$ cat src/rtl/perf_event_counter.sv
// Per-channel event counters for pipeline debug strobes, with edge or level counting,
// wrap or saturate on overflow, an atomic snapshot/clear, and a registered shadow readout.
module perf_event_counter #(
  parameter int NUM_CHANNELS = 4,
  parameter int COUNT_WIDTH  = 32,
  parameter bit SATURATE     = 1'b0,
  parameter int SEL_WIDTH    = (NUM_CHANNELS > 1) ? $clog2(NUM_CHANNELS) : 1
) (
  input  logic                    clk,
  input  logic                    reset_n,
  input  logic [NUM_CHANNELS-1:0] event_in,
  input  logic [NUM_CHANNELS-1:0] edge_mode,
  input  logic                    enable,
  input  logic                    clear,
  input  logic                    snapshot,
  input  logic                    rd_req,
  input  logic [SEL_WIDTH-1:0]    rd_sel,
  output logic                    rd_valid,
  output logic [COUNT_WIDTH-1:0]  rd_count,
  output logic                    rd_overflow,
  output logic [NUM_CHANNELS-1:0] overflow
);

  localparam logic [COUNT_WIDTH-1:0] CNT_MAX = '1;
  localparam logic [SEL_WIDTH:0]     NUM_CH  = (SEL_WIDTH + 1)'(NUM_CHANNELS);

  logic [NUM_CHANNELS-1:0] r_prev;
  logic [NUM_CHANNELS-1:0] w_hit;
  logic [NUM_CHANNELS-1:0] w_ovf;
  logic [NUM_CHANNELS-1:0] w_shadow_ovf;
  logic [COUNT_WIDTH-1:0]  w_shadow [NUM_CHANNELS];

  logic                    r_rd_valid;
  logic [COUNT_WIDTH-1:0]  r_rd_count;
  logic                    r_rd_overflow;

  // prev tracks the raw level even while disabled so re-enabling never fakes an edge.
  always_ff @(posedge clk or negedge reset_n) begin
    if (!reset_n) begin
      r_prev <= '0;
    end else begin
      r_prev <= event_in;
    end
  end

  assign w_hit = {NUM_CHANNELS{enable}} &
                 ((edge_mode & event_in & ~r_prev) | (~edge_mode & event_in));

  for (genvar gi = 0; gi < NUM_CHANNELS; gi++) begin : g_ch
    logic [COUNT_WIDTH-1:0] r_cnt;
    logic                   r_ov;
    logic [COUNT_WIDTH-1:0] r_sh;
    logic                   r_sh_ov;

    always_ff @(posedge clk or negedge reset_n) begin
      if (!reset_n) begin
        r_cnt <= '0;
        r_ov  <= 1'b0;
      end else if (clear) begin
        r_cnt <= '0;
        r_ov  <= 1'b0;
      end else if (w_hit[gi]) begin
        if (r_cnt == CNT_MAX) begin
          r_ov  <= 1'b1;
          r_cnt <= SATURATE ? CNT_MAX : '0;
        end else begin
          r_cnt <= r_cnt + COUNT_WIDTH'(1);
        end
      end
    end

    // Shadow takes the pre-update value, making snapshot+clear an atomic read-and-clear.
    always_ff @(posedge clk or negedge reset_n) begin
      if (!reset_n) begin
        r_sh    <= '0;
        r_sh_ov <= 1'b0;
      end else if (snapshot) begin
        r_sh    <= r_cnt;
        r_sh_ov <= r_ov;
      end
    end

    assign w_ovf[gi]        = r_ov;
    assign w_shadow[gi]     = r_sh;
    assign w_shadow_ovf[gi] = r_sh_ov;
  end

  always_ff @(posedge clk or negedge reset_n) begin
    if (!reset_n) begin
      r_rd_valid    <= 1'b0;
      r_rd_count    <= '0;
      r_rd_overflow <= 1'b0;
    end else begin
      r_rd_valid <= rd_req;
      if (rd_req) begin
        if ({1'b0, rd_sel} < NUM_CH) begin
          r_rd_count    <= w_shadow[rd_sel];
          r_rd_overflow <= w_shadow_ovf[rd_sel];
        end else begin
          r_rd_count    <= '0;
          r_rd_overflow <= 1'b0;
        end
      end
    end
  end

  assign rd_valid    = r_rd_valid;
  assign rd_count    = r_rd_count;
  assign rd_overflow = r_rd_overflow;
  assign overflow    = w_ovf;

endmodule

$ cat config.mk
export PLATFORM = sky130hd
export DESIGN_NAME = perf_event_counter
export DESIGN_NICKNAME = d
export VERILOG_FILES = /design/src/rtl/perf_event_counter.sv
export SDC_FILE = /design/constraint.sdc
export NUM_CORES = 1
export LEC_CHECK = 0
export CAP_MARGIN = 15
export CELL_PAD_IN_SITES_DETAIL_PLACEMENT = 1
export CELL_PAD_IN_SITES_GLOBAL_PLACEMENT = 1
export CORE_MARGIN = 2
export CORE_UTILIZATION = 50
export CTS_CLUSTER_DIAMETER = 80
export CTS_CLUSTER_SIZE = 10
export DETAILED_ROUTE_END_ITERATION = 12
export GPL_TIMING_DRIVEN = 0
export PLACE_DENSITY_LB_ADDON = 0.1
export SLEW_MARGIN = 20
export SYNTH_ARGS = -nofsm -noshare
export SYNTH_HDL_FRONTEND = slang
export SYNTH_SLANG_ARGS = --single-unit
$ cat constraint.sdc
create_clock -name clk -period 6.2 [get_ports clk]
set_clock_uncertainty 0.15 [all_clocks]
set_input_delay 1.24 -clock clk [delete_from_list [all_inputs] [get_ports clk]]
set_output_delay 1.24 -clock clk [all_outputs]
set_load 0.01 [all_outputs]
# ---- After elaboration in Yosys (flattened, before gate mapping)
# Cells that the tools add are included.
dict set report totals {
  wordCells 79
  reg_bits 302
  output_inout_bits 38
  in_bits 16
}
dict set report classes {
  mux 29
  n_lt_le_gt_ge 2
  addsub 4
  n_bitwise 8
  eq_ne 4
  n_reduce_logical 12
}
# op n
set ops {}
lappend ops {{32-bit 2-to-1 mux} 14}
lappend ops {{32-bit by 1-bit adder with 32-bit output, second input constant} 4}
lappend ops {{32-bit == test, second input constant} 4}
lappend ops {{32-bit binary-select mux with 2-bit select} 1}
lappend ops {{4-bit bitwise AND} 4}
lappend ops {{2-bit nonzero test} 8}
lappend ops {{1-bit 2-to-1 mux} 13}
lappend ops {{4-bit inverter} 2}
lappend ops {{2-bit AND reduction} 4}
lappend ops {{4-bit bitwise OR} 1}
lappend ops {{3-bit greater-or-equal comparator, second input constant} 1}
lappend ops {{2-bit by 3-bit less-than comparator with 1-bit output, second input constant} 1}
lappend ops {{2-bit inverter with 3-bit output} 1}
lappend ops {{1-bit binary-select mux with 2-bit select} 1}

# ---- Longest topological paths before layout
dict set report logic_depth {
  depth_word 6
  ltp_mapped 8
  depth_no_buf 6
}

# ---- Worst setup path after synthesis
# OpenSTA, ideal clock, no wires.
dict set report synth_timing {
  kind {input to register}
  startpoint {in rd_sel[0]}
  endpoint {reg r_rd_count[10], in the netlist rd_count[10]}
  setup_time_ns 0.125
  t_required_ns 5.925
  setup_slack_ns 3.063
  n_path_buf 2
  t_arrival_ns 2.863
  stages 4
  cell_sequence {clkbuf_1 > buf_1 > mux4_2 > mux2_2}
}
dict set report synth_via {
  elab_chain_cells 4
}
# element line
set synth_rtl {}
lappend synth_rtl {{start: declaration} 17} ;# input logic [SEL_WIDTH-1:0] rd_sel,
lappend synth_rtl {{2-bit inverter with 3-bit output (implied by the code)} 97} ;# r_rd_count <= w_shadow[rd_sel];
lappend synth_rtl {{32-bit binary-select mux with 2-bit select} 97}
lappend synth_rtl {{32-bit 2-to-1 mux (implied by the code) (2 in a row)} 97}
lappend synth_rtl {{end signal: assignment} 97}
lappend synth_rtl {{end: declaration} 34} ;# logic [COUNT_WIDTH-1:0] r_rd_count;
# Every way passes these cells. The select of a mux whose other input is x is not followed.
# A chain may end at the register's enable or synchronous reset.

# ---- Final worst setup path
dict set report layout_timing {
  startpoint {in enable}
  endpoint {reg g_ch[3].r_cnt[22]}
}
dict set report layout_via {
  elab_chain_cells 2
}
# element line
set layout_rtl {}
lappend layout_rtl {{start: declaration} 13} ;# input logic enable,
lappend layout_rtl {{4-bit bitwise AND} 46} ;# assign w_hit = {NUM_CHANNELS{enable}} &
lappend layout_rtl {{2-bit nonzero test (no line)} --}
lappend layout_rtl {{end signal: assignment} 65} ;# r_cnt <= SATURATE ? CNT_MAX : '0;
lappend layout_rtl {{end signal: assignment} 67} ;# r_cnt <= r_cnt + COUNT_WIDTH'(1);
lappend layout_rtl {{end: declaration} 50} ;# logic [COUNT_WIDTH-1:0] r_cnt;
# Every way passes these cells.

==> impl_metrics.toml <==
[status]
status = "complete, no violations"

[floorplanning]
die_w_um = 170
std_cell_rows = 60
die-area_sq_um = 29000
start_util_pct = 51.1
core-area_sq_um = 27000
num_io_pins = 54
die_h_um = 170

[routing]
first_pass_iters = 5
drc = 0
via_per_inst = 6.14
drt-initial-drc-count = 652
totalWireLength_mm = 36.8
wire_per_inst_um = 23.4
ant_nets = 0
vias = 9627

[logic_synthesis]
synth-seq-cells = 302
async_flop_share_pct = 100
yosysWarnings = 0
syn_area_sq_um = 13800
synth.distinct_cells = 47
ys.flop_type = "dfrtp_1"
synthCells = 1137
synth_fp_nets = 1157
synth_edf_count = 0
syn_avg_cell_area_sq_um = 12.2
seq_area_frac_synth_pct = 54.7

[power]
comb_power_share_pct = 4.5
power_density_nw_per_um2 = 252
power_frac_seq_pct = 50.1
clockPowerShare_pct = 45.4
power_leakage_nw = 6.92
switching_share_pct = 22.3
p_sw_w = 0.000887
intPower_w = 0.00308
fin_total_pwr_w = 0.00397
irDropWorstVdd_uv = 201

[final_layout]
antennaDiodeCount = 0
multiInputGateArea_sq_um = 5950
fillers = 2759
area_delta_synth_final_pct = 14.1
register_area_sq_um = 7560
final_common_cell = "dfrtp_1"
nets = 1248
layout_common_cells = "dfrtp_1 (302), mux2_2 (165), nor2_1 (103)"
finalInstanceArea_sq_um = 15800
drive_gt1_share_pct = 21.4

[clock_network]
cts_sinks = 302
clk_pin_slew_ns = 0.06
cts_tree = "yes"
cts_inserted_buffers = 36
cts_hold_buf = 0
cts-resized-gates = 0
cts-root-buf = "clkbuf_16"
insertion_delay_ns = 0.51
cts_setup_buffers = 0
ctsLongestPathBuffers = 3
htreeDepth = 2

[timing]
period_share_pct = 61.1
hold_viol_final = 0
finalMaxSlewViolations = 0
period_needed_ns = 3.79
rsz0062_at_grt = "false"
worst_pin_slew_ns = 1.08
max_freq_mhz = 264
setup_viol = 0
slew_headroom_pct = 27.7

[place]
gp_congestion = 0.820
dp_hpwl_mm = 26.4
portBuffers = 50
place_area_sq_um = 14800

[critical_path]
startpoint = "enable"
worst-endpoint-arrival_ns = 4.06
worstPathMaxFanout = 10
r2r_start = "g_ch[3].r_cnt[0]"
cp-start-kind = "primary input"
path_class = "primary input to register"
end_kind = "register"
worstPathRequired_ns = 6.47

[flow_run]
drv_cap = 0

[grt]
grt_pass1_vias = 10200
grtUsageTotal_pct = 26.7
grt_max_degree = 99
grt_antenna_before_repair = 0
grt_overflow_total = 0
grt_pass1_wl_mm = 58.9

[worst_hold_path]
hp-start = "g_ch[1].r_sh_ov"
hp-class = "register to register"
cells by family after synthesis:
| logic type | count (synthesis) | synth area share, % |
|---|---|---|
| muxes | 199 | 18.9 |
| adders and majority gates | 4 | 0.362 |
| buffers and inverters | 78 | 2.26 |
| and+or+nand+nor | 376 | 14.5 |
| AOI/OAI and AO/OA | 94 | 3.97 |
| xor gates and xnor gates | 84 | 5.32 |
| DFF | 302 | 54.7 |
routing by layer:
metal / part of all wire, % / GRT usage (%)
met1: 45 / 37.8
met2: 49 / 43.7
met3: 3.9 / 3.51
met4: 2.2 / 6.95
met5: 0 / 0
synth_stat cells, types with 13 or more instances:
| library cell | number | area (sq um) |
|---|---|---|
| dfrtp_1 | 302 | 7560 |
| mux2_2 | 165 | 1860 |
| nor2_1 | 103 | 387 |
| nand2_1 | 53 | 199 |
| nand4_1 | 51 | 319 |
| clkbuf_1 | 48 | 180 |
| xor2_1 | 45 | 394 |
| a21oi_1 | 40 | 200 |
| nand3_1 | 40 | 200 |
| xnor2_1 | 39 | 342 |
| mux4_2 | 33 | 743 |
| or3_1 | 29 | 181 |
| o21ai_0 | 26 | 130 |
| nor4_1 | 20 | 125 |
| inv_1 | 16 | 60.1 |
| nor3_1 | 14 | 70.1 |
| or4_1 | 14 | 105 |
| and3_1 | 13 | 81.3 |
final timing paths:
path	end	slack [ns]	depth (start not counted)
min reg2reg	g_ch[1].r_sh_ov	0.35	1
min in group asynchronous	g_ch[0].r_sh[8]	0.45	1
max reg2reg	g_ch[3].r_cnt[4]	2.98	7
max	g_ch[3].r_cnt[22]	2.41	8
min	g_ch[1].r_sh_ov	0.35	1
max in group asynchronous	g_ch[2].r_sh[28]	4.28	3
per-stage QoR:
stage	hold WS [ns]	TNS, ns	util, %	worst slack (ns)	instances
finish	0.353	0	58.3	2.41	1569
global route	0.364	0	58.3	2.22	1569
CTS	0.357	0	58.3	2.51	1569
detailed placement	0.345	0	54.9	2.03	1531
global placement	0.334	-2880.13	54.6	-9.56	1528
floorplan	0.325	0	-	3.06	1137
sequential cells by signal, indices dropped and copies added (netlist names):
signal and cells:
rd_overflow 1, g_ch.r_sh_ov 4, g_ch.r_ov 4, rd_valid 1, rd_count 32, r_prev 4, g_ch.r_sh 128, g_ch.r_cnt 128
power groups by stage:
| stage | logic, W | registers, W | clock network, W |
|---|---|---|---|
| 2_1_floorplan | 0.0000871 | 0.00202 | 0 |
| 3_3_place_gp | 0.000173 | 0.00202 | 0 |
| 3_5_place_dp | 0.000182 | 0.00202 | 0 |
| 4_1_cts | 0.000183 | 0.00199 | 0.00185 |
| 5_1_grt | 0.000198 | 0.00199 | 0.00192 |
| 6_report | 0.000179 | 0.00199 | 0.00180 |
worst max-delay path, cell delays in order:
cell and delay, ns:
clkdlybuf4s50_1 0.64, clkbuf_1 0.51, a31o_2 0.25, clkbuf_1 0.31, nand3_1 0.22, clkbuf_1 0.30, or3_1 0.42, a21oi_1 0.15
final cells by class:
class	count	share of cell area, %
repair buffers	53	3.73
clock inverters	1	0.0556
inverters	16	0.381
multi-input cells	757	37.7
clock buffers	37	5.87
flip-flops and latches	302	47.9
plain buffers	62	1.60
well taps	341	2.71
Note: power is estimated with default switching activity, not from simulation.
